[src/rtl/regfile_wb_arbiter.sv]
// Write-back arbiter: two 1-entry buffers (ALU = A, load = B) share the single
// register-file write port. Oldest-first grant, round-robin on ties.
module regfile_wb_arbiter #(
  parameter int DATA_W = 32,
  parameter int ADDR_W = 5
) (
  input  logic                 clk,
  input  logic                 rst,
  input  logic                 a_valid,
  output logic                 a_ready,
  input  logic [ADDR_W-1:0]    a_addr,
  input  logic [DATA_W-1:0]    a_data,
  input  logic                 b_valid,
  output logic                 b_ready,
  input  logic [ADDR_W-1:0]    b_addr,
  input  logic [DATA_W-1:0]    b_data,
  output logic [ADDR_W-1:0]    rf_addrssw,
  output logic                 rf_write,
  output logic [DATA_W-1:0]    rf_write_material,
  output logic [2**ADDR_W-1:0] pending_mask
);

  logic              full_a, full_b;
  logic [ADDR_W-1:0] addr_a, addr_b;
  logic [DATA_W-1:0] data_a, data_b;
  // age_x=1: this entry arrived strictly before the other buffered one.
  // Both 0 with both buffers full means they arrived on the same edge.
  logic              age_a, age_b;
  logic              tie_ptr;

  logic grant_a, grant_b, tie;
  logic acc_a, acc_b, nfull_a, nfull_b;

  always_comb begin
    grant_a = 1'b0;
    grant_b = 1'b0;
    tie     = full_a && full_b && !age_a && !age_b;
    if (full_a && full_b) begin
      if (age_a)         grant_a = 1'b1;
      else if (age_b)    grant_b = 1'b1;
      else if (!tie_ptr) grant_a = 1'b1;
      else               grant_b = 1'b1;
    end else begin
      grant_a = full_a;
      grant_b = full_b;
    end
  end

  assign a_ready = !rst && (!full_a || grant_a);
  assign b_ready = !rst && (!full_b || grant_b);
  assign acc_a   = a_valid && a_ready;
  assign acc_b   = b_valid && b_ready;
  assign nfull_a = acc_a || (full_a && !grant_a);
  assign nfull_b = acc_b || (full_b && !grant_b);

  always_ff @(posedge clk) begin
    if (rst) begin
      full_a            <= 1'b0;
      full_b            <= 1'b0;
      addr_a            <= '0;
      addr_b            <= '0;
      data_a            <= '0;
      data_b            <= '0;
      age_a             <= 1'b0;
      age_b             <= 1'b0;
      tie_ptr           <= 1'b0;
      rf_write          <= 1'b0;
      rf_addrssw        <= '0;
      rf_write_material <= '0;
    end else begin
      full_a <= nfull_a;
      full_b <= nfull_b;
      if (acc_a) begin
        addr_a <= a_addr;
        data_a <= a_data;
      end
      if (acc_b) begin
        addr_b <= b_addr;
        data_b <= b_data;
      end
      // A lone arrival is younger than whatever stays buffered on the other side.
      if (acc_a && acc_b) begin
        age_a <= 1'b0;
        age_b <= 1'b0;
      end else if (acc_a) begin
        age_a <= 1'b0;
        age_b <= nfull_b;
      end else if (acc_b) begin
        age_b <= 1'b0;
        age_a <= nfull_a;
      end
      if (tie) tie_ptr <= ~tie_ptr;
      rf_write <= (grant_a && addr_a != '0) || (grant_b && addr_b != '0);
      if (grant_a) begin
        rf_addrssw        <= addr_a;
        rf_write_material <= data_a;
      end else if (grant_b) begin
        rf_addrssw        <= addr_b;
        rf_write_material <= data_b;
      end
    end
  end

  always_comb begin
    pending_mask = '0;
    if (full_a)   pending_mask[addr_a]     = 1'b1;
    if (full_b)   pending_mask[addr_b]     = 1'b1;
    if (rf_write) pending_mask[rf_addrssw] = 1'b1;
    pending_mask[0] = 1'b0;
  end

endmodule

[config.mk]
export PLATFORM = sky130hd
export DESIGN_NAME = regfile_wb_arbiter
export DESIGN_NICKNAME = d
export VERILOG_FILES = /design/src/rtl/regfile_wb_arbiter.sv
export SDC_FILE = /design/constraint.sdc
export NUM_CORES = 1
export LEC_CHECK = 0
export CELL_PAD_IN_SITES_DETAIL_PLACEMENT = 1
export CELL_PAD_IN_SITES_GLOBAL_PLACEMENT = 2
export CORE_MARGIN = 8
export CORE_UTILIZATION = 29
export CTS_CLUSTER_DIAMETER = 40
export CTS_CLUSTER_SIZE = 12
export DETAILED_ROUTE_END_ITERATION = 8
export GPL_ROUTABILITY_DRIVEN = 0
export GPL_TIMING_DRIVEN = 0
export PLACE_DENSITY = 0.87
export SKIP_LAST_GASP = 1
export SYNTH_ARGS = -nofsm -noshare
export SYNTH_HDL_FRONTEND = slang
export SYNTH_SLANG_ARGS = --single-unit
[constraint.sdc]
create_clock -name clk -period 1.7 [get_ports clk]
set_input_delay 0.34 -clock clk [delete_from_list [all_inputs] [get_ports clk]]
set_output_delay 0.34 -clock clk [all_outputs]
set_load 0.1 [all_outputs]
# ---- After elaboration in Yosys (flattened, before gate mapping)
# Cells that the tools add are included.
dict set report op_classes {
  magnitude_cmp 6
  muxes 23
  bitwise 3
  n_reduce_logical 33
}
# operator count
set op_table {}
lappend op_table {{2-to-1 mux 32 bit} 5}
lappend op_table {{bitwise OR 32 bit} 2}
lappend op_table {{less-than comparator 5 x 6 -> 1 bit, second input constant} 3}
lappend op_table {{demux 1 bit (select 5 bit)} 3}
lappend op_table {{greater-or-equal comparator 5 x 1 -> 1 bit, second input constant} 3}
lappend op_table {{logical AND 1 bit} 15}
lappend op_table {{2-to-1 mux 1 bit} 13}
lappend op_table {{2-to-1 mux 5 bit} 2}
lappend op_table {{nonzero test 5 bit} 2}
lappend op_table {{zero test 1 bit} 7}
lappend op_table {{logical OR 1 bit} 5}
lappend op_table {{nonzero test 2 bit} 2}
lappend op_table {{OR reduction 3 bit} 1}
lappend op_table {{OR reduction 2 bit} 1}
lappend op_table {{inverter 1 bit} 1}
dict set report word_totals {
  reg_bits 117
  in_bits 78
  word_cells 77
}

# ---- Longest topological paths before layout
# Gate-level depths: netlist of the first run.
dict set report depth {
  ltp_word 9
  ltp_mapped 6
}

# ---- Worst setup path before layout of the first run
# OpenSTA, ideal clock, no wires.
dict set report synth_path {
  kind {register to output}
  startpoint {register rf_write}
  endpoint {output pending_mask[12]}
  t_arrival_ns 2.377
  t_required_ns 1.360
  path_slack_ns -1.017
  stages_incl_launch_ff 4
  path_buffers 0
  path_cell_list {dfxtp_1 -> nor3b_1 -> a22oi_1 -> nand2_1}
}
dict set report synth_via {
  elab_chain_len 1
}
# item line_no
set synth_rtl {}
lappend synth_rtl {{start: declaration} 18} ;# output logic rf_write,
lappend synth_rtl {{start signal: assignment} 93} ;# rf_write <= (grant_a && addr_a != '0) || (grant_b && addr_b != '0);
lappend synth_rtl {{2-to-1 mux 32 bit} 108} ;# if (rf_write) pending_mask[rf_addrssw] = 1'b1;
lappend synth_rtl {{end: declaration} 20} ;# output logic [2**ADDR_W-1:0] pending_mask
# Every way passes these cells.

# ---- Worst setup path in the final report of the first run
dict set report layout_path {
  startpoint {register full_a}
  endpoint {output pending_mask[20]}
}
dict set report layout_via {
  elab_chain_len 5
}
# item line_no
set layout_rtl {}
lappend layout_rtl {{start: declaration} 23} ;# logic full_a, full_b;
lappend layout_rtl {{start signal: assignment} 71} ;# full_a <= nfull_a;
lappend layout_rtl {{2-to-1 mux 32 bit *} 106} ;# if (full_a) pending_mask[addr_a] = 1'b1;
lappend layout_rtl {{bitwise OR 32 bit (no source line)} n/a}
lappend layout_rtl {{2-to-1 mux 32 bit *} 107} ;# if (full_b) pending_mask[addr_b] = 1'b1;
lappend layout_rtl {{bitwise OR 32 bit (no source line)} n/a}
lappend layout_rtl {{2-to-1 mux 32 bit *} 108}
# Every way passes the cells marked *; elsewhere a longest branch is shown, timed or not.

==> impl_results.md, run 1 <==
- P_sw: 2820 uW
- Per-cell routed wire length: 20.6 um
- Syn Std Cell Area: 6210 um2
- CORE AREA: 21000 um2
- Max_slew headroom: 57.3%
- I/O pins: 150
- Startpoint Class: register
- Logic pwr share: 24.6%
- Top post-synthesis cells by count: nand2b_1 (149), dfxtp_1 (117), mux2i_1 (74), a211oi_1 (71), nand2_1 (57)
- Critical path required time: 1360 ps
- Flop pwr share: 35.5%
- Failing checks: setup timing
- Worst-Margin Slew: 641 ps
- Leak: 0.00413 uW
- Synth Instances: 718
- Initial antenna violation count: 1
- Fin cells: 1224
- Crit. End Element: primary output
- RR Startpoint: full_b
- Dpl hpwl: 16.5 mm
- Worst Skew: 6.20 ps
- Final Util: 48.4%
- Pwr dens: 865 nW/um2
- Sw Share: 32.1%
- Worst Setup Path Type: register to primary output
- Initial core utilization: 29.6%
- Tmin final: 2220 ps
- Crit path max fanout: 8
- Post-detailed-route count of antenna-violating nets: 0
- Synth-to-layout area growth: 63.7%
- Dpl cell area: 8350 um2
- Global Route Usage Sum: 17.9%
- Synthesized flop and latch total: 117
- Final worst-path cycle share: 131%
- Global-route wire length before repair: 37.5 mm
- Hold Crit Start: rst
- Total congestion overflow: 0
- Top cells by area, synth: dfxtp_1 (38%), nand2b_1 (15%), mux2i_1 (12%)
- Largest family of logic cells by synthesized area: simple AND/OR/NAND/NOR gates
- Clk root buf: clkbuf_16
- Row count: 53
- CTS max path bufs: 2
- Die area: 26400 um2
- Max IR drop VDD: 0.000491 V
- Post-synth EDFFs: 0
- Compound-Gate Fraction of Synth Area: 15.2%
- FMAX: 450 MHz
- Vias: 6266
- Number of diodes: 0
- Cells after DPL: 1140
- Status: finished with violations
- Worst skew pair latency: 410 ps
- XOR/XNOR share of the synthesized area: 0%
- Max-cap viol count: 0
- Clock tree sinks: 117
- Ys flop type: dfxtp_1
- Final hold violation count: 0
- Finished Cell Area: 10200 um2
- Vias per cell: 5.12
- CTS H-Tree Depth: 4
- Mapped Avg Cell Area: 8.65 um2
- Pin count of the biggest net entering global routing: 17
- Sequential share of the synthesized area: 37.7%
- Synth Area in Adders: 0%
- Final WL: 25.2 mm
- RSZ-0062 raised after global routing: yes
- DRT iter0 DRCs: 233
- Synthesized Nets: 796
- P_int: 5980 uW
- Simple-gate share of the synthesized area: 29.2%
- Hold-fix buffers, CTS: 0
- Most frequent cell after synthesis: nand2b_1
- Mux cell area share after synthesis: 11.9%
- Slew Limit Fails: 0
- Worst hold path type: input pin to register
- Die extent in y: 162 um
- Total number of yosys warnings: 0
- WP data arrival: 1880 ps
- Setup violations, final: 35
- Ratio of cells with drive above 1 in the final layout: 34.5%
- DRC Markers: 0
- Detailed Routing Iterations Pass 1: 6
- Synth top area share: 37.7%
- Reg clk slew, reported paths: 50 ps
- Final nets: 1014
- Yosys top cell by area: dfxtp_1
- Die width: 162 um
- Post-synthesis cell type count: 38
- Port bufs: 147
- Final worst setup slack: -524 ps
- CP Launch Point: full_a
- CTS buffer count: 17
- TritonCTS clock tree: done
- Clock power frac: 39.9%
- Dpl ws: -1300 ps
- Vias in the first global route: 6752
- Asr flop ratio synth: 0%
[kinds of logic after synthesis]
family,Yosys count
buffers and inverters,82
flip-flops,117
AO/OA/AOI/OAI,125
other,1
AND/OR/NAND/NOR,319
multiplexers,74
[cell usage in the layout, fill, tap and decap left out, types with 9 or more instances in the layout]
master and n:
nand2b_1 149, dfxtp_1 96, clkdlybuf4s50_1 76, mux2i_1 74
a211oi_1 71, buf_4 46, nor2_1 38, nand2_4 34
nor4_1 34, buf_6 32, buf_12 31, a22oi_2 26
clkbuf_1 25, buf_2 24, nand2_1 23, clkbuf_16 18
dfxtp_4 17, clkbuf_2 14, nor3b_4 12, clkdlybuf4s18_2 10
clkdlybuf4s15_2 10, and3b_2 9
[state kept, by name, summed over array words and instances, names as in the netlist]
| register | count |
|---|---|
| rf_write | 1 |
| addr_a | 5 |
| rf_write_material | 32 |
| tie_ptr | 1 |
| data_a | 32 |
| age_b | 1 |
| age_a | 1 |
| full_a | 1 |
| full_b | 1 |
| data_b | 32 |
| rf_addrssw | 5 |
| addr_b | 5 |
[layer usage]
metal | wire length [um] | vias to the layer above | part of all wire, % | GRT usage [%]
li1 | - | 2983 | - | -
met1 | 10600 | 3075 | 42 | 21.3
met2 | 12900 | 161 | 51 | 31.6
met3 | 1250 | 45 | 5.0 | 4.30
met4 | 462 | 2 | 1.8 | 5.05
met5 | 13 | - | 0.052 | 0
[timing repair]
| item | in CTS | in global routing |
|---|---|---|
| setup endpoints to repair | 86 | 94 |
| pin swaps | 27 | 32 |
| hold endpoints to repair | 0 | 0 |
| buffers inserted | 38 | 36 |
| gates resized for setup | 526 | 100 |
[power by group through the flow]
stage / Sequential (uW) / Combinational, uW / Clock, uW
global placement: 3140 / 1930 / 0
floorplan: 3650 / 800 / 0
detailed placement: 3150 / 1950 / 0
global route: 3150 / 2280 / 3700
CTS: 3130 / 2060 / 3560
finish: 3130 / 2170 / 3510
[final cells by class]
cell class,instances,area [um2]
Clock inverter,8,70.1
Fill cell,2322,10900
Tap cell,275,344
Inverter,7,26.3
Timing Repair Buffer,216,2320
Clock buffer,24,513
Buffer,58,364
Multi-Input combinational cell,519,4120
Sequential cell,117,2410
[critical path, stage by stage (launching register included)]
cell and delay (ps):
dfxtp_4 370, nor3b_4 160, buf_12 140, a222oi_1 510
inv_2 100, buf_12 190
[metrics by stage]
stage	total power (uW)	hold WS (ps)	TNS, ps
3_3_place_gp	5070	460	-48090
4_1_cts	8740	438	-11710
2_1_floorplan	4450	436	-267
5_1_grt	9130	478	-14130
6_report	8800	433	-12260
3_5_place_dp	5090	463	-50110
[worst paths after layout]
path | end | slack (ps) | cells after the start
max | pending_mask[20] | -520 | 5
min | data_a[28] | 430 | 3
max reg2reg | data_a[16] | 30 | 7
min reg2reg | data_b[18] | 470 | 2
No activity file was read; power rests on OpenSTA's default activity.
==> run 2, diff against run 1 <==
==> constraint.sdc (replaced) <==
create_clock -name clk -period 2.51 [get_ports clk]
set_input_delay 0.502 -clock clk [delete_from_list [all_inputs] [get_ports clk]]
set_output_delay 0.502 -clock clk [all_outputs]
set_load 0.1 [all_outputs]
==> impl_results.md, run 2 (same netlist as run 1, synthesis figures left out) <==
- Row count: 53 (unchanged)
- Initial antenna violation count: 1 (unchanged)
- WP data arrival: 1950 ps (+70 ps)
- Setup_tns: 0 ps (+12260 ps)
- CTS max path bufs: 2 (unchanged)
- Critical path required time: 2010 ps (+650 ps)
- Commonest non-fill, non-tap cell in the layout: nand2b_1
- Reg clk slew, reported paths: 50 ps (about the same)
- CORE AREA: 21000 um2 (unchanged)
- Total power: 5760 uW (-35%)
- Final hold violation count: 0 (unchanged)
- Top flop regs: data_a: 32 flops, data_b: 32 flops, rf_write_material: 32 flops
- DRT iter0 DRCs: 279 (+20%)
- Crit-path slowest cell: clkdlybuf4s50_1
- Crit. End Element: primary output
- FMAX: 407 MHz
- Synth-to-layout area growth: 39.1%
- Slew Limit Fails: 0 (unchanged)
- CP cell instances: clkdlybuf4s50_1
- Post-detailed-route count of antenna-violating nets: 0 (unchanged)
- Final WL: 21.9 mm (-13%)
- Largest stage delay, worst path: 1170 ps (+660 ps)
- Die area: 26400 um2 (unchanged)
- Worst hold path type: register to register
- Sw Share: 31.6% (-0.47 points)
- CP top delay family: buffers and inverters
- Max IR drop VDD: 0.000408 V (-17%)
- Port bufs: 147 (unchanged)
- Pin count of the biggest net entering global routing: 17 (unchanged)
- Final worst-path cycle share: 97.9%
- Ratio of cells with drive above 1 in the final layout: 14.2% (-20 points)
- Leak: 0.00349 uW (-15%)
- RSZ-0062 raised after global routing: yes
- TritonCTS clock tree: done
- Vias: 5844 (-6.7%)
- Fin cells: 1163 (-5.0%)
- Clock power frac: 40.9% (+1.0 points)
- CTS H-Tree Depth: 4 (unchanged)
- CTS buffer count: 17 (unchanged)
- Number of diodes: 0 (unchanged)
- Detailed Routing Iterations Pass 1: 7 (+1)
- Startpoint Class: register
- Tmin final: 2460 ps
- Clk root buf: clkbuf_16
- Vias in the first global route: 6226 (-7.8%)
- Global Route Usage Sum: 16.4% (-1.5 points)
- Final nets: 953 (-6.0%)
- Pwr dens: 667 nW/um2 (-23%)
- Flop pwr share: 36.8% (+1.3 points)
- Die extent in y: 162 um (unchanged)
- Dpl hpwl: 16.3 mm (-1.2%)
- DRC Markers: 0 (unchanged)
- Vias per cell: 5.02 (-1.8%)
- Final Util: 41.1% (-7.3 points)
- Worst skew pair latency: 410 ps (about the same)
- Worst-Margin Slew: 1010 ps (+371 ps)
- Per-cell routed wire length: 18.9 um (-8.4%)
- P_int: 3940 uW (-34%)
- WP depth: 1 (-4)
- CP bufs+invs: 1 (-2)
- I/O pins: 150 (unchanged)
- Die width: 162 um (unchanged)
- P_sw: 1820 uW (-35%)
- Max_slew headroom: 32.4% (-25 points)
- Initial core utilization: 29.6% (unchanged)
- Fillers: 2445 (+5.3%)
- Clock tree sinks: 117 (unchanged)
- Status: complete, no violations
- Logic pwr share: 22.3% (-2.3 points)
- Hold Path Stages: 2 (-1)
- Global-route wire length before repair: 34.5 mm (-8.0%)
- Total congestion overflow: 0 (unchanged)
- Worst reg2reg path depth: 4 (-3)
- Crit path max fanout: 2 (-6)
- Worst Setup Path Type: register to primary output
- Commonest non-fill, non-tap cells in the layout: nand2b_1 (149), clkdlybuf4s50_1 (110), dfxtp_1 (101)
- Setup violations, final: 0 (-100%)
- Cells after DPL: 1140 (unchanged)
- Hold-fix buffers, CTS: 0 (unchanged)
- Worst Skew: 7.49 ps (+1.29 ps)
- Max-cap viol count: 0 (unchanged)
run 2: cell types whose count changed in the layout (fill, tap and decap cells not counted), moves of 14 or more:
cell and change:
a22oi_1 +26, clkbuf_1 +14, buf_12 -29, dfxtp_4 -17, nand2_1 +28, clkdlybuf4s50_1 +34, buf_6 -25, nand2_4 -34
buf_2 -16, a22oi_2 -26
run 2: power by group through the flow:
stage                     registers (uW)  clock network, uW  logic, uW
final                               2120               2350       1280
after CTS                           2120               2400       1290
after floorplan                     2470                  0        525
after global routing                2140               2480       1360
after global placement              2130                  0       1290
after detailed placement            2130                  0       1300
run 2: final cells by class:
cell class	instances	area (um2)	area share, %
Tap cell	275	344	3.98
Timing Repair Buffer	153	1460	16.8
Inverter	7	26.3	0.304
Multi-Input combinational cell	519	3590	41.5
Sequential cell	117	2360	27.3
Clock inverter	9	103	1.19
Clock buffer	23	468	5.42
Buffer	60	295	3.42
run 2: what timing repair did:
action | in CTS | in global routing
pin swaps | 2 | 3
resized for setup | 217 | 21
setup endpoints to repair | 36 | 25
setup buffers | 2 | 4
cloned | 0 | 0
run 2: path summary, 6_finish.rpt:
| path | start | endpoint | slack, ps |
|---|---|---|---|
| min | data_b[30] | data_b[30] | 480 |
| max reg2reg | full_a | rf_write_material[6] | 680 |
| min reg2reg | data_b[30] | data_b[30] | 480 |
| max | rf_write_material[31] | rf_write_material[31] | 50 |
run 2: metrics by stage:
| step | hold slack [ps] | worst slack (ps) | cell area, um2 |
|---|---|---|---|
| finish | 476 | 53.4 | 8640 |
| detailed placement | 464 | -1080 | 8050 |
| floorplan | 448 | -406 | 6230 |
| CTS | 477 | 4.33 | 8560 |
| global placement | 458 | -1110 | 8050 |
| global route | 487 | -62.2 | 8640 |
run 2: tightest hold or removal path, cell delays in order, from the launching register on:
cell and delay (ps):
dfxtp_1 310, nand2b_1 60, mux2i_1 50
run 2: metal layers:
metal	vias to the layer above	global-route usage (%)	part of all wire, %
li1	2849	-	-
met1	2817	21.1	47
met2	152	27.2	47
met3	24	3.92	4.7
met4	2	3.96	1.3
met5	-	0	0.059
